--- src/rtl/key_pkg.sv ---
// rtl/key_pkg.sv - shared constants and one-hot state encodings for key_event
package key_pkg;

  localparam int CNT_W          = 26;
  localparam int LONG_CYC_DEF   = 50_000_000;
  localparam int DBL_CYC_DEF    = 15_000_000;
  localparam int REPEAT_CYC_DEF = 10_000_000;

  typedef enum logic [4:0] {
    ST_IDLE   = 5'b00001,
    ST_PRESS1 = 5'b00010,
    ST_WAIT2  = 5'b00100,
    ST_PRESS2 = 5'b01000,
    ST_LONG   = 5'b10000
  } key_fsm_t;

endpackage

--- src/rtl/key_event_if.sv ---
// rtl/key_event_if.sv - key level in, click event pulses and hold level out
interface key_event_if;

  logic key_state;
  logic short_pulse;
  logic double_pulse;
  logic long_pulse;
  logic repeat_pulse;
  logic hold;

  modport master (
    output key_state,
    input  short_pulse,
    input  double_pulse,
    input  long_pulse,
    input  repeat_pulse,
    input  hold
  );

  modport slave (
    input  key_state,
    output short_pulse,
    output double_pulse,
    output long_pulse,
    output repeat_pulse,
    output hold
  );

endinterface

--- src/rtl/key_timer.sv ---
// rtl/key_timer.sv - 26-bit phase counter with clear, enable and terminal compare
module key_timer
  import key_pkg::*;
(
  input  logic             clk,
  input  logic             rst,
  input  logic             i_clr,
  input  logic             i_en,
  input  logic [CNT_W-1:0] i_term,
  output logic             o_done
);

  logic [CNT_W-1:0] r_cnt;

  always_ff @(posedge clk or posedge rst) begin
    if (rst) begin
      r_cnt <= '0;
    end else if (i_clr) begin
      r_cnt <= '0;
    end else if (i_en) begin
      r_cnt <= r_cnt + 1'b1;
    end
  end

  assign o_done = (r_cnt == i_term);

endmodule

--- src/rtl/key_event.sv ---
// rtl/key_event.sv - key click classifier: short, double, long press and hold level
// Auto-repeat while held is built only when KEY_REPEAT_EN is defined.
module key_event
  import key_pkg::*;
#(
  parameter int LONG_CYC   = LONG_CYC_DEF,
  parameter int DBL_CYC    = DBL_CYC_DEF,
  parameter int REPEAT_CYC = REPEAT_CYC_DEF
) (
  input logic        clk,
  input logic        rst,
  key_event_if.slave bus
);

  localparam logic [CNT_W-1:0] LONG_TERM = CNT_W'(LONG_CYC - 1);
  localparam logic [CNT_W-1:0] DBL_TERM  = CNT_W'(DBL_CYC - 1);
  localparam logic [CNT_W-1:0] REP_TERM  = CNT_W'(REPEAT_CYC - 1);

  key_fsm_t         r_state;
  key_fsm_t         w_state_nxt;
  logic             w_clr;
  logic             w_en;
  logic             w_done;
  logic [CNT_W-1:0] w_term;
  logic             w_short_nxt;
  logic             w_double_nxt;
  logic             w_long_nxt;
  logic             w_hold_nxt;
  logic             r_short;
  logic             r_double;
  logic             r_long;
  logic             r_hold;
`ifdef KEY_REPEAT_EN
  logic             w_wrap;
  logic             w_rep_nxt;
  logic             r_rep;
`endif

  key_timer u_timer (
    .clk    (clk),
    .rst    (rst),
    .i_clr  (w_clr),
    .i_en   (w_en),
    .i_term (w_term),
    .o_done (w_done)
  );

  always_ff @(posedge clk or posedge rst) begin
    if (rst) begin
      r_state <= ST_IDLE;
    end else begin
      r_state <= w_state_nxt;
    end
  end

  always_comb begin
    w_state_nxt  = ST_IDLE;
    w_en         = 1'b0;
    w_term       = LONG_TERM;
    w_short_nxt  = 1'b0;
    w_double_nxt = 1'b0;
    w_long_nxt   = 1'b0;
`ifdef KEY_REPEAT_EN
    w_wrap       = 1'b0;
    w_rep_nxt    = 1'b0;
`endif
    case (r_state)
      ST_IDLE: begin
        w_state_nxt = bus.key_state ? ST_PRESS1 : ST_IDLE;
      end
      ST_PRESS1: begin
        if (!bus.key_state) begin
          w_state_nxt = ST_WAIT2;
        end else if (w_done) begin
          w_state_nxt = ST_LONG;
          w_long_nxt  = 1'b1;
        end else begin
          w_state_nxt = ST_PRESS1;
          w_en        = 1'b1;
        end
      end
      ST_WAIT2: begin
        w_term = DBL_TERM;
        if (bus.key_state) begin
          w_state_nxt = ST_PRESS2;
        end else if (w_done) begin
          w_state_nxt = ST_IDLE;
          w_short_nxt = 1'b1;
        end else begin
          w_state_nxt = ST_WAIT2;
          w_en        = 1'b1;
        end
      end
      ST_PRESS2: begin
        if (!bus.key_state) begin
          w_state_nxt  = ST_IDLE;
          w_double_nxt = 1'b1;
        end else if (w_done) begin
          w_state_nxt = ST_LONG;
          w_long_nxt  = 1'b1;
        end else begin
          w_state_nxt = ST_PRESS2;
          w_en        = 1'b1;
        end
      end
      ST_LONG: begin
        w_term = REP_TERM;
        if (!bus.key_state) begin
          w_state_nxt = ST_IDLE;
        end else begin
          w_state_nxt = ST_LONG;
`ifdef KEY_REPEAT_EN
          if (w_done) begin
            w_rep_nxt = 1'b1;
            w_wrap    = 1'b1;
          end else begin
            w_en = 1'b1;
          end
`endif
        end
      end
      default: begin
        w_state_nxt = ST_IDLE;
      end
    endcase
  end

  // Every phase starts counting from zero; repeat wraps restart the period in place.
`ifdef KEY_REPEAT_EN
  assign w_clr = (w_state_nxt != r_state) || w_wrap;
`else
  assign w_clr = (w_state_nxt != r_state);
`endif
  assign w_hold_nxt = (w_state_nxt == ST_LONG);

  always_ff @(posedge clk or posedge rst) begin
    if (rst) begin
      r_short  <= 1'b0;
      r_double <= 1'b0;
      r_long   <= 1'b0;
      r_hold   <= 1'b0;
    end else begin
      r_short  <= w_short_nxt;
      r_double <= w_double_nxt;
      r_long   <= w_long_nxt;
      r_hold   <= w_hold_nxt;
    end
  end

`ifdef KEY_REPEAT_EN
  always_ff @(posedge clk or posedge rst) begin
    if (rst) begin
      r_rep <= 1'b0;
    end else begin
      r_rep <= w_rep_nxt;
    end
  end
  assign bus.repeat_pulse = r_rep;
`else
  assign bus.repeat_pulse = 1'b0;
`endif

  assign bus.short_pulse  = r_short;
  assign bus.double_pulse = r_double;
  assign bus.long_pulse   = r_long;
  assign bus.hold         = r_hold;

endmodule

--- src/flat_wrapper.sv ---
// flat-port wrapper written by rule: the top's interface ports become plain ports
module key_event_flat import key_pkg::*;
#(
  parameter int LONG_CYC   = LONG_CYC_DEF,
  parameter int DBL_CYC    = DBL_CYC_DEF,
  parameter int REPEAT_CYC = REPEAT_CYC_DEF
)
  (clk, rst, bus_key_state, bus_short_pulse, bus_double_pulse, bus_long_pulse, bus_repeat_pulse, bus_hold);
  key_event_if bus_i ();
  input logic clk;
  input logic rst;
  input wire logic [$bits(bus_i.key_state)-1:0] bus_key_state;
  output wire logic [$bits(bus_i.short_pulse)-1:0] bus_short_pulse;
  output wire logic [$bits(bus_i.double_pulse)-1:0] bus_double_pulse;
  output wire logic [$bits(bus_i.long_pulse)-1:0] bus_long_pulse;
  output wire logic [$bits(bus_i.repeat_pulse)-1:0] bus_repeat_pulse;
  output wire logic [$bits(bus_i.hold)-1:0] bus_hold;
  assign bus_i.key_state = bus_key_state;
  assign bus_short_pulse = bus_i.short_pulse;
  assign bus_double_pulse = bus_i.double_pulse;
  assign bus_long_pulse = bus_i.long_pulse;
  assign bus_repeat_pulse = bus_i.repeat_pulse;
  assign bus_hold = bus_i.hold;
  key_event #(.LONG_CYC(LONG_CYC), .DBL_CYC(DBL_CYC), .REPEAT_CYC(REPEAT_CYC)) u_core (.clk(clk), .rst(rst), .bus(bus_i));
endmodule
--- config.mk ---
export PLATFORM = sky130hd
export DESIGN_NAME = key_event_flat
export DESIGN_NICKNAME = d
export VERILOG_FILES = /design/src/rtl/key_pkg.sv /design/src/rtl/key_event_if.sv /design/src/rtl/key_timer.sv /design/src/rtl/key_event.sv /design/src/flat_wrapper.sv
export SDC_FILE = /design/constraint.sdc
export NUM_CORES = 1
export LEC_CHECK = 0
export ABC_CLOCK_PERIOD_IN_PS = 2200
export BUFFER_PORTS_ARGS = -buffer_cell sky130_fd_sc_hd__buf_2
export CAP_MARGIN = 30
export CORE_ASPECT_RATIO = 1.5
export CORE_MARGIN = 8
export CORE_UTILIZATION = 45
export DETAILED_ROUTE_END_ITERATION = 10
export PLACE_DENSITY = 0.67
export SLEW_MARGIN = 20
export SYNTH_ARGS = -nofsm -noshare
export SYNTH_HDL_FRONTEND = slang
export SYNTH_SLANG_ARGS = --single-unit
--- constraint.sdc ---
create_clock -name clk -period 2.2 [get_ports clk]
set_clock_uncertainty 0.05 [all_clocks]
set_input_delay 0.33 -clock clk [delete_from_list [all_inputs] [get_ports clk]]
set_output_delay 0.33 -clock clk [all_outputs]
set_load 0.01 [all_outputs]
; ---- Yosys cells after proc, flatten, opt, wreduce, memory -nomap -nowiden
; Index checks and enable logic that the tools add are counted.
[word_totals]
reg_bits = 35
latch_bits = 0
ramBits = 0
rom_bits = 0
inputBits = 3
output_inout_bits = 5
elab_cells = 40
memories = 0
[classes]
n_addsub = 1
multipliers = 0
div = 0
order_cmp = 0
eq_ne = 8
n_shift = 0
n_mux = 23
bitwise_logic = 0
n_reduce_logical = 2
[ops]
columns = cell, n
row1 = $mux W26, 2
row2 = $pmux W26 S2, 1
row3 = $mux W5, 6
row4 = $add A26 B1 Y26 const B, 1
row5 = $eq A26 B26 Y1, 1
row6 = $pmux W5 S5, 1
row7 = $eq A5 B5 Y1 const B, 2
row8 = $mux W1, 10
row9 = $eq A5 B1 Y1 const B, 1
row10 = $eq A5 B2 Y1 const B, 1
row11 = $eq A5 B3 Y1 const B, 1
row12 = $eq A5 B4 Y1 const B, 1
row13 = $ne A5 B5 Y1, 1
row14 = $mux W3, 1
row15 = $mux W2, 1
row16 = $pmux W1 S2, 1
row17 = $reduce_bool A2 Y1, 1
row18 = $reduce_or A2 Y1, 1

; ---- Longest topological paths before layout
; Gate-level depths: netlist of the first run.
[logic_depth]
ltp_word = 8
depth_mapped = 9
ltp_nobuf = 7

; ---- Cells and area by module
; From an unflattened synthesis of the first run, not the netlist that was laid out.
[hier_totals]
hier_cells = 271
area_unflattened_um2 = 2384.8
[by_module_without_submodules]
columns = mod, n_inst, cells_per_inst, area_per_inst_um2, seq_area_each_um2
row1 = key_timer, 1, 182, 1670.4, 650.6
row2 = key_event, 1, 89, 714.4, 226.5

; ---- Least setup slack after synthesis of the first run
; Ideal clock, no wire load.
[synth_path]
path_kind = reg-to-reg
from = register u_core.r_state[4]
to = register u_core.u_timer.r_cnt[21]
setup_ns = 0.125
arrival_time_ns = 2.249
required_time_ns = 2.025
path_slack_ns = -0.224
stages_incl_launch_ff = 9
n_path_buf = 2
period_less_slack_ns = 2.424
cell_sequence = dfrtp_1 buf_6 nor4_4 nand4_2 a2111o_1 or3_4 a22oi_4 buf_6 nor3_1
[synth_between]
elab_chain_cells = 8
elab_cells_between_ends = 22
cone_classes = 7 x eq/ne / 13 x mux / 2 x reduce/logical
[synth_lines]
columns = element, line_no
row1 = start: declaration, key_event.sv:19  ; key_fsm_t r_state;
row2 = start signal: assignment, key_event.sv:52  ; r_state <= w_state_nxt;
row3 = $eq A5 B5 Y1 or $eq A5 B3 Y1 (tied branches), key_event.sv:67  ; case (r_state)
row4 = $pmux W26 S2, key_event.sv:67
row5 = $eq A26 B26 Y1, key_timer.sv:25  ; assign o_done = (r_cnt == i_term);
row6 = $mux W3 (tied with other cells), key_event.sv:86  ; end else if (w_done) begin
row7 = "$mux W5, on equally long branches", "key_event.sv:84, key_event.sv:72, key_event.sv:95"
row8 = $pmux W5 S5, key_event.sv:67
row9 = $ne A5 B5 Y1, key_event.sv:132  ; assign w_clr = (w_state_nxt != r_state);
row10 = $mux W26 or $reduce_bool A2 Y1 (tied branches), --
row11 = end signal: assignment, key_timer.sv:21  ; r_cnt <= r_cnt + 1'b1;
row12 = end: declaration, key_timer.sv:13  ; logic [CNT_W-1:0] r_cnt;
; Several ways; a longest one is shown, not always the timed one.
; A chain may end at the register's enable or synchronous reset.

; ---- Worst setup path in the final report of the first run
[layout_path]
from = register u_core.r_state[3]
to = register u_core.u_timer.r_cnt[0]
; Same word-level chain as after synthesis.

==> results.md, run 1 <==
* GRT Util Overall at 16.5%
* Reg2reg setup slack at -210 ps
* Max stage delay on crit path at 450 ps
* Hold WC Path Type: primary input to async pin
* CTS tree: yes
* Slowest stage cell, crit path: dfrtp_2
* Startpoint class of the critical path: flip-flop
* Via density at 5.74
* Register bit total from synthesis at 35
* CORE AREA at 4850 µm²
* Fin. Hold Viols at 0
* Sw frac at 35.6%
* F_max at 0.415 GHz
* # diodes at 0
* CTS Sinks at 35
* Async SR Flop Fraction at 100%
* Drt first pass iters at 5
* Hold slack at 83.8 ps
* Unrepaired setup endpoints after global routing: true
* Via count at 2171
* Fin crit share at 110%
* Min Clock Period, post-route at 2410 ps
* Synth cell types at 56
* Worst setup path category: flip-flop to flip-flop
* Syn avg cell area at 9.04 µm²
* Starting DRT DRC Count at 96
* WP data required at 2320 ps
* Logic pwr share at 41.7%
* Part of the Yosys area used for sequential elements at 38.8%
* Routability cong. at 0.837
* Pre-CTS setup slack at -179 ps
* DP Wirelength at 4090 µm
* CTS buffer count at 5
* # DRC at 0
* Commonest cells post-synth: dfrtp_1, nor3_1, nand2_1, xnor2_1, a211oi_1
* Synth area leader: dfrtp_1
* Max Transition Viols Final at 0
* Final setup fails at 30
* Syn Nets at 254
* Syn-to-layout area delta at 34.6%
* Switch Pwr at 0.812 mW
* Drt wl/cell at 16.1 µm
* Gr ovfl total at 0
* Htree depth at 2
* Failing checks: negative setup slack
* EDFF count, synth at 0
* Final nets at 315
* P_int at 1.47 mW
* Io pins at 8
* Initial antenna violation count at 0
* Crit path DAT at 2530 ps
* Clk Latency, worst-skew pair at 290 ps
* Status: finished, violations left
* Final setup margin at -210 ps
* Post-Synthesis Cells at 250
* Routed wire length at 6070 µm
* Layout cell share with drive strength beyond 1 at 34.9%
* CTS max path bufs at 2
* Reg power frac at 31.7%
* Most used DFF post-synth: dfrtp_1
* Worst Path Max Fanout at 13
* Power share of the clock group at 26.6%
* Chip Width at 73.9 µm
* Largest net degree at the start of global routing at 36
* Top-count cell post-synth: dfrtp_1
* Cells along the critical path: nor4_4, nand4_2, buf_6, a2111oi_4, buf_4, o211ai_4, o22ai_4, clkbuf_16, a211oi_1
* Max Cap Violations at 0
* Area share of the largest cell type after synthesis at 37.6%
* Initial Util at 46.6%
* Die area at 7600 µm²
* IO Port Bufs at 6
* Critical Path End Type: flip-flop
* FP Rows at 31
* Ys Warns at 0
* Clk root buf: clkbuf_8
* Vias in the first global route at 2174
* Leakage at 1.18 nW
* Worst vdd ir at 363 µV
* Die Y at 103 µm
* Post-Syn Area at 2260 µm²
* Global-route wire length before repair at 9740 µm
* Routed Antenna Nets at 0
* Clock transition at the registers of the reported paths at 70 ps
* Largest cells by area after synthesis: dfrtp_1, nor3_1, xnor2_1, a211oi_1, nand2_1
* Power Density at 748 nW/µm²
## cell families (layout without fill, tap and decap cells)
family                   count (synthesis)  after routing  share of synthesized area (%)
AND/OR/NAND/NOR                        120            120                           30.8
AO/OA/AOI/OAI                           51             51                           17.8
flip-flops                              35             35                           38.8
buffers and inverters                   26             88                           5.70
XOR/XNOR                                16             16                           6.20
adder cells (fa/ha/maj)                  1              1                          0.553
other                                    1              1                          0.166
## critical path, delay by kind of cell (launching register included)
family | cells | cell delay [ps]
flops | 1 | 450
simple gates | 2 | 490
compound gates | 4 | 730
buf+inv | 3 | 570
## stage by stage
stage	std cells	setup TNS (ps)	utilization, %	total power [mW]	cell area [µm²]
floorplan	250	-3950	-	1.25	2280
global route	378	-8990	62.8	2.38	3040
global placement	363	-2650	56.9	1.53	2760
finish	378	-5160	62.8	2.28	3040
CTS	374	-4610	60.7	2.16	2950
detailed placement	363	-3940	56.9	1.53	2760
## layout by cell type (no fill, tap or decap), types with 4 or more instances in the layout
master / count
nand3_1: 7
o21ai_0: 11
a21oi_2: 4
nor4_1: 7
xnor2_1: 15
inv_1: 11
dfrtp_1: 32
or3_1: 9
nand2b_1: 4
nor3_1: 26
clkbuf_8: 6
nand4_1: 10
nand2_1: 17
buf_4: 56
a211oi_1: 13
buf_2: 6
nor2_1: 8
## power groups by stage
stage	Combinational, mW	Sequential, mW	Clock (mW)
2_1_floorplan	0.535	0.716	0
3_3_place_gp	0.806	0.726	0
3_5_place_dp	0.809	0.726	0
4_1_cts	0.828	0.717	0.614
5_1_grt	1.01	0.724	0.644
6_report	0.951	0.721	0.606
## path summary, 6_finish.rpt
| path | from | endpoint | cells past startpoint |
|---|---|---|---|
| worst min register to register | u_core.u_timer.r_cnt[24]$_DFFE_PP0P_ | u_core.u_timer.r_cnt[24]$_DFFE_PP0P_ | 2 |
| min in group clk | bus_key_state | u_core.bus.double_pulse$_DFF_PP0_ | 3 |
| worst max register to register | u_core.r_state[3]$_DFF_PP0_ | u_core.u_timer.r_cnt[0]$_DFFE_PP0P_ | 9 |
| worst max-delay path | u_core.r_state[3]$_DFF_PP0_ | u_core.u_timer.r_cnt[0]$_DFFE_PP0P_ | 9 |
| worst min-delay path | rst | u_core.u_timer.r_cnt[2]$_DFFE_PP0P_ | 3 |
| max in group asynchronous | rst | u_core.r_state[0]$_DFF_PP1_ | 3 |
## routing by layer
layer | GRT usage (%) | vias up | wire (µm)
met5 | 0 | - | 0
met4 | 7.26 | 0 | 163
met3 | 2.43 | 16 | 164
met2 | 30.8 | 40 | 3300
met1 | 17.6 | 1060 | 2440
li1 | - | 1055 | -
## registers in the layout, summed over array words and instances, names as in the netlist
| signal | flops |
|---|---|
| u_core.u_timer.r_cnt | 26 |
| u_core.bus.double_pulse | 1 |
| u_core.bus.long_pulse | 1 |
| u_core.r_state | 5 |
| u_core.bus.short_pulse | 1 |
| u_core.bus.hold | 1 |
## timing repair
item | in CTS | in global routing
buffers inserted | 3 | 4
pin swaps | 2 | 3
hold buffers | 0 | 0
resized for setup | 10 | 12
setup endpoints to repair | 31 | 32
gates cloned | 0 | 1
## cell type report
| class | instances | area (µm²) |
|---|---|---|
| Sequential cell | 35 | 880 |
| Clock buffer | 6 | 82.6 |
| Clock inverter | 2 | 35.0 |
| Inverter | 11 | 41.3 |
| Fill cell | 396 | 1800 |
| Multi-Input combinational cell | 189 | 1350 |
| Timing Repair Buffer | 69 | 569 |
| Tap cell | 66 | 82.6 |
No activity file was read; power rests on OpenSTA's default activity.
==> run 2: changes to the inputs <==
--- a/config.mk
+++ b/config.mk
@@ -10,9 +10,9 @@
 export CAP_MARGIN = 30
 export CORE_ASPECT_RATIO = 1.5
 export CORE_MARGIN = 8
-export CORE_UTILIZATION = 45
+export CORE_UTILIZATION = 56
 export DETAILED_ROUTE_END_ITERATION = 10
-export PLACE_DENSITY = 0.67
+export PLACE_DENSITY = 0.8
 export SLEW_MARGIN = 20
 export SYNTH_ARGS = -nofsm -noshare
 export SYNTH_HDL_FRONTEND = slang
==> results.md, run 2 (synthesized netlist as in run 1, its figures left out) <==
* DP Area at 2700 µm² (-2.2%)
* Reg2reg setup slack at -150 ps (+60 ps)
* Startpoint class of the critical path: flip-flop
* Critical Path End Type: flip-flop
* Final std cells w/o fill at 348 (-7.9%)
* Fin Setup TNS at -3820 ps (+1340 ps)
* CTS tree: yes
* Io pins at 8 (unchanged)
* Drt wl/cell at 16.5 µm (+2.8%)
* Reg with most FFs: u_core.u_timer.r_cnt
* Most frequent cells in the layout: buf_4, dfrtp_1, nor3_1
* Clk root buf: clkbuf_8
* Chip Width at 67.9 µm (-8.1%)
* Most common cell after layout, fill and taps aside: buf_4
* Failing checks: negative setup slack
* Worst vdd ir at 1040 µV (+190%)
* CTS max path bufs at 2 (unchanged)
* DP Wirelength at 4090 µm (+0.11%)
* Max Cap Violations at 0 (unchanged)
* RR Startpoint: u_core.r_state[3]$_DFF_PP0_
* Initial Util at 57.6% (+11 points)
* CTS Sinks at 35 (unchanged)
* CTS buffer count at 5 (unchanged)
* Finished Cell Area at 2830 µm² (-7.0%)
* Vias in the first global route at 2101 (-3.4%)
* Largest regs: u_core.u_timer.r_cnt (26), u_core.r_state (5)
* Top Layer Used: met4
* Met1 WL at 2310 µm (-5.5%)
* Drt first pass iters at 4 (-1)
* Worst Reg2Reg Path Length in Cells at 7 (-2)
* Power Density at 710 nW/µm² (-5.0%)
* Cells along the critical path: nor4_4, nand4_2, a2111o_1, or3_4, a22oi_4, buf_12, a211oi_1
* Htree depth at 2 (unchanged)
* Fin crit share at 107% (-2.7 points)
* Worst setup path category: flip-flop to flip-flop
* WP data required at 2310 ps (about the same)
* Die Y at 93.8 µm (-8.7%)
* Clk Latency, worst-skew pair at 290 ps (about the same)
* Unrepaired setup endpoints after global routing: true
* # diodes at 0 (unchanged)
* Layout cell share with drive strength beyond 1 at 29.7% (-5.2 points)
* IO Port Bufs at 6 (unchanged)
* Largest net degree at the start of global routing at 36 (unchanged)
* Clock transition at the registers of the reported paths at 70 ps (about the same)
* Slowest stage cell, crit path: dfrtp_2
* Starting DRT DRC Count at 181 (+89%)
* Global-route wire length before repair at 9810 µm (+0.71%)
* Fin. Hold Viols at 0 (unchanged)
* Min Clock Period, post-route at 2350 ps (-59.5 ps)
* Routed Antenna Nets at 0 (unchanged)
* # DRC at 0 (unchanged)
* Hold slack at 79.9 ps (-3.91 ps)
* Routability cong. at 0.894 (+6.8%)
* Max stage delay on crit path at 450 ps (about the same)
* Final setup fails at 28 (-6.7%)
* Gr ovfl total at 0 (unchanged)
* Via density at 6.21 (+8.1%)
* R2R Path End: u_core.u_timer.r_cnt[7]$_DFFE_PP0P_
* Max Transition Viols Final at 0 (unchanged)
* Total power draw at 2.01 mW (-12%)
* Crit path DAT at 2460 ps (-70 ps)
* Syn-to-layout area delta at 25.2%
* Status: finished, violations left
* Via count at 2161 (-0.46%)
* Final setup margin at -150 ps (+59.5 ps)
* Routed wire length at 5750 µm (-5.4%)
* Final nets at 306 (-2.9%)
* Pre-CTS setup slack at -133 ps (+46.2 ps)
* Hold_buf cts at 0 (unchanged)
* FP Rows at 28 (-9.7%)
* Hold WC Path Type: primary input to async pin
* F_max at 0.425 GHz (+2.5%)
* CORE AREA at 3920 µm² (-19%)
* Initial antenna violation count at 0 (unchanged)
* Placed instance count at 339 (-6.6%)
* Leakage at 1.09 nW (-7.7%)
* Worst Path Max Fanout at 26 (+13)
* WL met2 at 3090 µm (-6.3%)
* GRT Util Overall at 19.5% (+3.0 points)
* Finished Core Util at 72.2% (+9.4 points)
* Met3 wire length at 211 µm (+29%)
* Die area at 6370 µm² (-16%)
* Number of flip-flops in the largest register at 26 (unchanged)
==> run 2: timing repair <==
action	in CTS	in global routing
endpoints found under the setup margin	29	32
setup buffers	1	0
pin swaps	1	5
gates resized for setup	2	8
==> run 2: critical path, delay by kind of cell (launching register included) <==
| family | cells | cell delay, ps |
|---|---|---|
| AO/OA/AOI/OAI | 3 | 630 |
| buffers and inverters | 1 | 190 |
| flip-flops | 1 | 450 |
| AND/OR/NAND/NOR | 3 | 880 |
==> run 2: worst max-delay path by stage <==
stage	startpoint	endpoint	slack [ps]
after global placement	u_core.r_state[3]$_DFF_PP0_	u_core.u_timer.r_cnt[5]$_DFFE_PP0P_	-80
after floorplan	u_core.r_state[3]$_DFF_PP0_	u_core.u_timer.r_cnt[21]$_DFFE_PP0P_	-180
final	u_core.r_state[3]$_DFF_PP0_	u_core.u_timer.r_cnt[7]$_DFFE_PP0P_	-150
after global routing	u_core.r_state[3]$_DFF_PP0_	u_core.u_timer.r_cnt[5]$_DFFE_PP0P_	-270
after detailed placement	u_core.r_state[3]$_DFF_PP0_	u_core.u_timer.r_cnt[7]$_DFFE_PP0P_	-130
after CTS	u_core.r_state[3]$_DFF_PP0_	u_core.u_timer.r_cnt[7]$_DFFE_PP0P_	-140
==> run 2: per-layer routing <==
metal  up-vias  track usage [%]
li1       1034                -
met1      1064             22.2
met2        51             33.7
met3        12             3.82
met4         0             8.75
met5         -                0
==> run 2: report_power, final <==
group | total (mW) | switching (mW) | internal, mW
logic | 0.849 | 0.481 | 0.368
registers | 0.718 | 0.0445 | 0.673
clock network | 0.445 | 0.223 | 0.222
==> run 2: layout make-up <==
| cell class | instances | area [µm²] |
|---|---|---|
| multi-input cells | 189 | 1310 |
| fillers | 291 | 1090 |
| flip-flops and latches | 35 | 880 |
| repair buffers | 60 | 468 |
| clock buffers | 7 | 76.3 |
| well taps | 45 | 56.3 |
| inverters | 11 | 41.3 |
| clock inverters | 1 | 5.00 |
==> run 3: changes to the inputs <==
--- a/config.mk
+++ b/config.mk
@@ -6,7 +6,7 @@
 export NUM_CORES = 1
 export LEC_CHECK = 0
 export ABC_CLOCK_PERIOD_IN_PS = 2200
-export BUFFER_PORTS_ARGS = -buffer_cell sky130_fd_sc_hd__buf_2
+export BUFFER_PORTS_ARGS = -buffer_cell sky130_fd_sc_hd__clkbuf_2
 export CAP_MARGIN = 30
 export CORE_ASPECT_RATIO = 1.5
 export CORE_MARGIN = 8
==> results.md, run 3 (synthesized netlist as in run 1, its figures left out) <==
* GRT Util Overall at 21.4% (+1.9 points)
* Drt first pass iters at 5 (+1)
* Worst vdd ir at 859 µV (-17%)
* Number of flip-flops in the largest register at 26 (unchanged)
* Failing checks: negative setup slack
* Max stage delay on crit path at 440 ps (about the same)
* Switch Pwr at 0.848 mW (+13%)
* Worst Reg2Reg Path Length in Cells at 8 (+1)
* Via count at 2221 (+2.8%)
* Cells along the critical path: nor4_4, nand4_2, buf_4, a2111oi_4, o211a_4, buf_2, o21ai_0, a211oi_1
* Power Density at 792 nW/µm² (+12%)
* Most common cell after layout, fill and taps aside: buf_4
* Routed wire length at 6470 µm (+13%)
* Syn-to-layout area delta at 30.5%
* Starting DRT DRC Count at 165 (-8.8%)
* Most frequent cells in the layout: buf_4, dfrtp_1, nor3_1
* Io pins at 8 (unchanged)
* CTS max path bufs at 2 (unchanged)
* Crit path DAT at 2500 ps (+40 ps)
* Initial Util at 57.6% (unchanged)
* Total power draw at 2.34 mW (+16%)
* Sw frac at 36.3% (-0.93 points)
* Routed Antenna Nets at 0 (unchanged)
* Final setup fails at 30 (+7.1%)
* Largest net degree at the start of global routing at 36 (unchanged)
* CORE AREA at 3920 µm² (unchanged)
* Vias in the first global route at 2209 (+5.1%)
* Met3 Track Usage GR at 4.18% (+0.36 points)
* CTS buffer count at 5 (unchanged)
* Slowest stage cell, crit path: dfrtp_2
* Clk root buf: clkbuf_8
* Final setup margin at -158 ps (-7.76 ps)
* Fin crit share at 107% (+0.35 points)
* Max Cap Violations at 0 (unchanged)
* Worst Path Max Fanout at 6 (-77%)
* Chip Width at 67.9 µm (unchanged)
* Clk Latency, worst-skew pair at 280 ps (about the same)
* Worst path top cell family by delay: compound AO/OA/AOI/OAI gates
* Startpoint class of the critical path: flip-flop
* Via density at 6.36 (+2.5%)
* Leakage at 1.14 nW (+4.5%)
* Power share of the clock group at 21.7% (-0.4 points)
* Reg with most FFs: u_core.u_timer.r_cnt
* Worst setup path category: flip-flop to flip-flop
* GR peak layer: met2
* Min Clock Period, post-route at 2360 ps (+7.76 ps)
* Largest regs: u_core.u_timer.r_cnt (26), u_core.r_state (5)
* Unrepaired setup endpoints after global routing: true
* Met2 Usage GRT at 36.5% (+2.8 points)
* Routability cong. at 0.933 (+4.3%)
* Fin. Hold Viols at 0 (unchanged)
* Hold WC Path Type: primary input to async pin
* # diodes at 0 (unchanged)
* Initial antenna violation count at 0 (unchanged)
* Status: finished, violations left
* WP data required at 2340 ps (+30 ps)
* P_int at 1.49 mW (+18%)
* Crit path buf inv count at 2 (+1)
* Die area at 6370 µm² (unchanged)
* Critical Path End Type: flip-flop
* F_max at 0.424 GHz (-0.33%)
* Drt wl/cell at 18.5 µm (+12%)
* IO Port Bufs at 6 (unchanged)
* Logic pwr share at 48.1% (+5.9 points)
* Htree depth at 2 (unchanged)
* CTS Sinks at 35 (unchanged)
* Reg power frac at 30.2% (-5.5 points)
* Critical path depth at 8 (+1)
* Hold slack at 61.5 ps (-18.4 ps)
* Grt met1 use at 24.4% (+2.2 points)
* Clock transition at the registers of the reported paths at 70 ps (about the same)
* CTS tree: yes
* Max Transition Viols Final at 0 (unchanged)
* Layout cell share with drive strength beyond 1 at 33.2% (+3.5 points)
* Final nets at 307 (+0.33%)
* # DRC at 0 (unchanged)
* DP Wirelength at 4130 µm (+0.98%)
* Global-route wire length before repair at 10700 µm (+8.9%)
* Gr ovfl total at 0 (unchanged)
* Die Y at 93.8 µm (unchanged)
* FP Rows at 28 (unchanged)
-- run 3: changes by cell type in the layout (fill, tap and decap cells not counted), sizes merged --
cell    previous run  this run
clkbuf             7        14
clkinv             1         0
buf               60        55
-- run 3: worst min-delay path, stage by stage --
cell and delay [ps]:
clkbuf_2 80, inv_1 40, buf_4 380
-- run 3: power by group through the flow --
stage | Clock, mW | Sequential, mW | Combinational, mW
finish | 0.507 | 0.706 | 1.12
global route | 0.543 | 0.707 | 1.19
CTS | 0.512 | 0.706 | 1.01
detailed placement | 0 | 0.713 | 0.822
global placement | 0 | 0.712 | 0.801
floorplan | 0 | 0.716 | 0.535
-- run 3: path summary, 6_finish.rpt --
check                                                     start                                    to  slack, ps
min                                                         rst   u_core.u_timer.r_cnt[2]$_DFFE_PP0P_         60
min reg2reg                u_core.u_timer.r_cnt[24]$_DFFE_PP0P_  u_core.u_timer.r_cnt[24]$_DFFE_PP0P_        540
max reg2reg                         u_core.r_state[1]$_DFF_PP0_   u_core.u_timer.r_cnt[3]$_DFFE_PP0P_       -160
max in group asynchronous                                   rst           u_core.r_state[1]$_DFF_PP0_       1680
max                                 u_core.r_state[1]$_DFF_PP0_   u_core.u_timer.r_cnt[3]$_DFFE_PP0P_       -160
min in group clk                                  bus_key_state     u_core.bus.double_pulse$_DFF_PP0_        360
-- run 3: per-layer routing --
metal	routed length (µm)	share of wire (%)
met5	0	0
met4	233	3.6
met3	279	4.3
met2	3350	52
met1	2600	40
-- run 3: repair_timing --
item | 4_1_cts | 5_1_grt
pin swaps | 9 | 4
buffers inserted | 4 | 1
hold buffers | 0 | 0
cloned | 2 | 0
setup endpoints to repair | 28 | 32
hold endpoints to repair | 0 | 0
resized for setup | 13 | 16
-- run 3: cell type report --
| type | count | area, µm² |
|---|---|---|
| sequential | 35 | 880 |
| timing repair buffer | 61 | 512 |
| fill | 259 | 973 |
| tap | 45 | 56.3 |
| clock buffer | 8 | 100 |
| inverter | 11 | 41.3 |
| multi-input combinational | 189 | 1360 |
-- run 3: through the flow --
| stage | instance area (µm²) | setup TNS [ps] | utilization (%) | setup slack (ps) | cells |
|---|---|---|---|---|---|
| after floorplan | 2280 | -3950 | - | -182 | 250 |
| after global placement | 2660 | -2440 | 67.7 | -143 | 334 |
| after detailed placement | 2660 | -3660 | 67.7 | -208 | 334 |
| after CTS | 2870 | -2460 | 73.1 | -99.5 | 348 |
| after global routing | 2950 | -7880 | 75.2 | -308 | 349 |
| final | 2950 | -3870 | 75.2 | -158 | 349 |
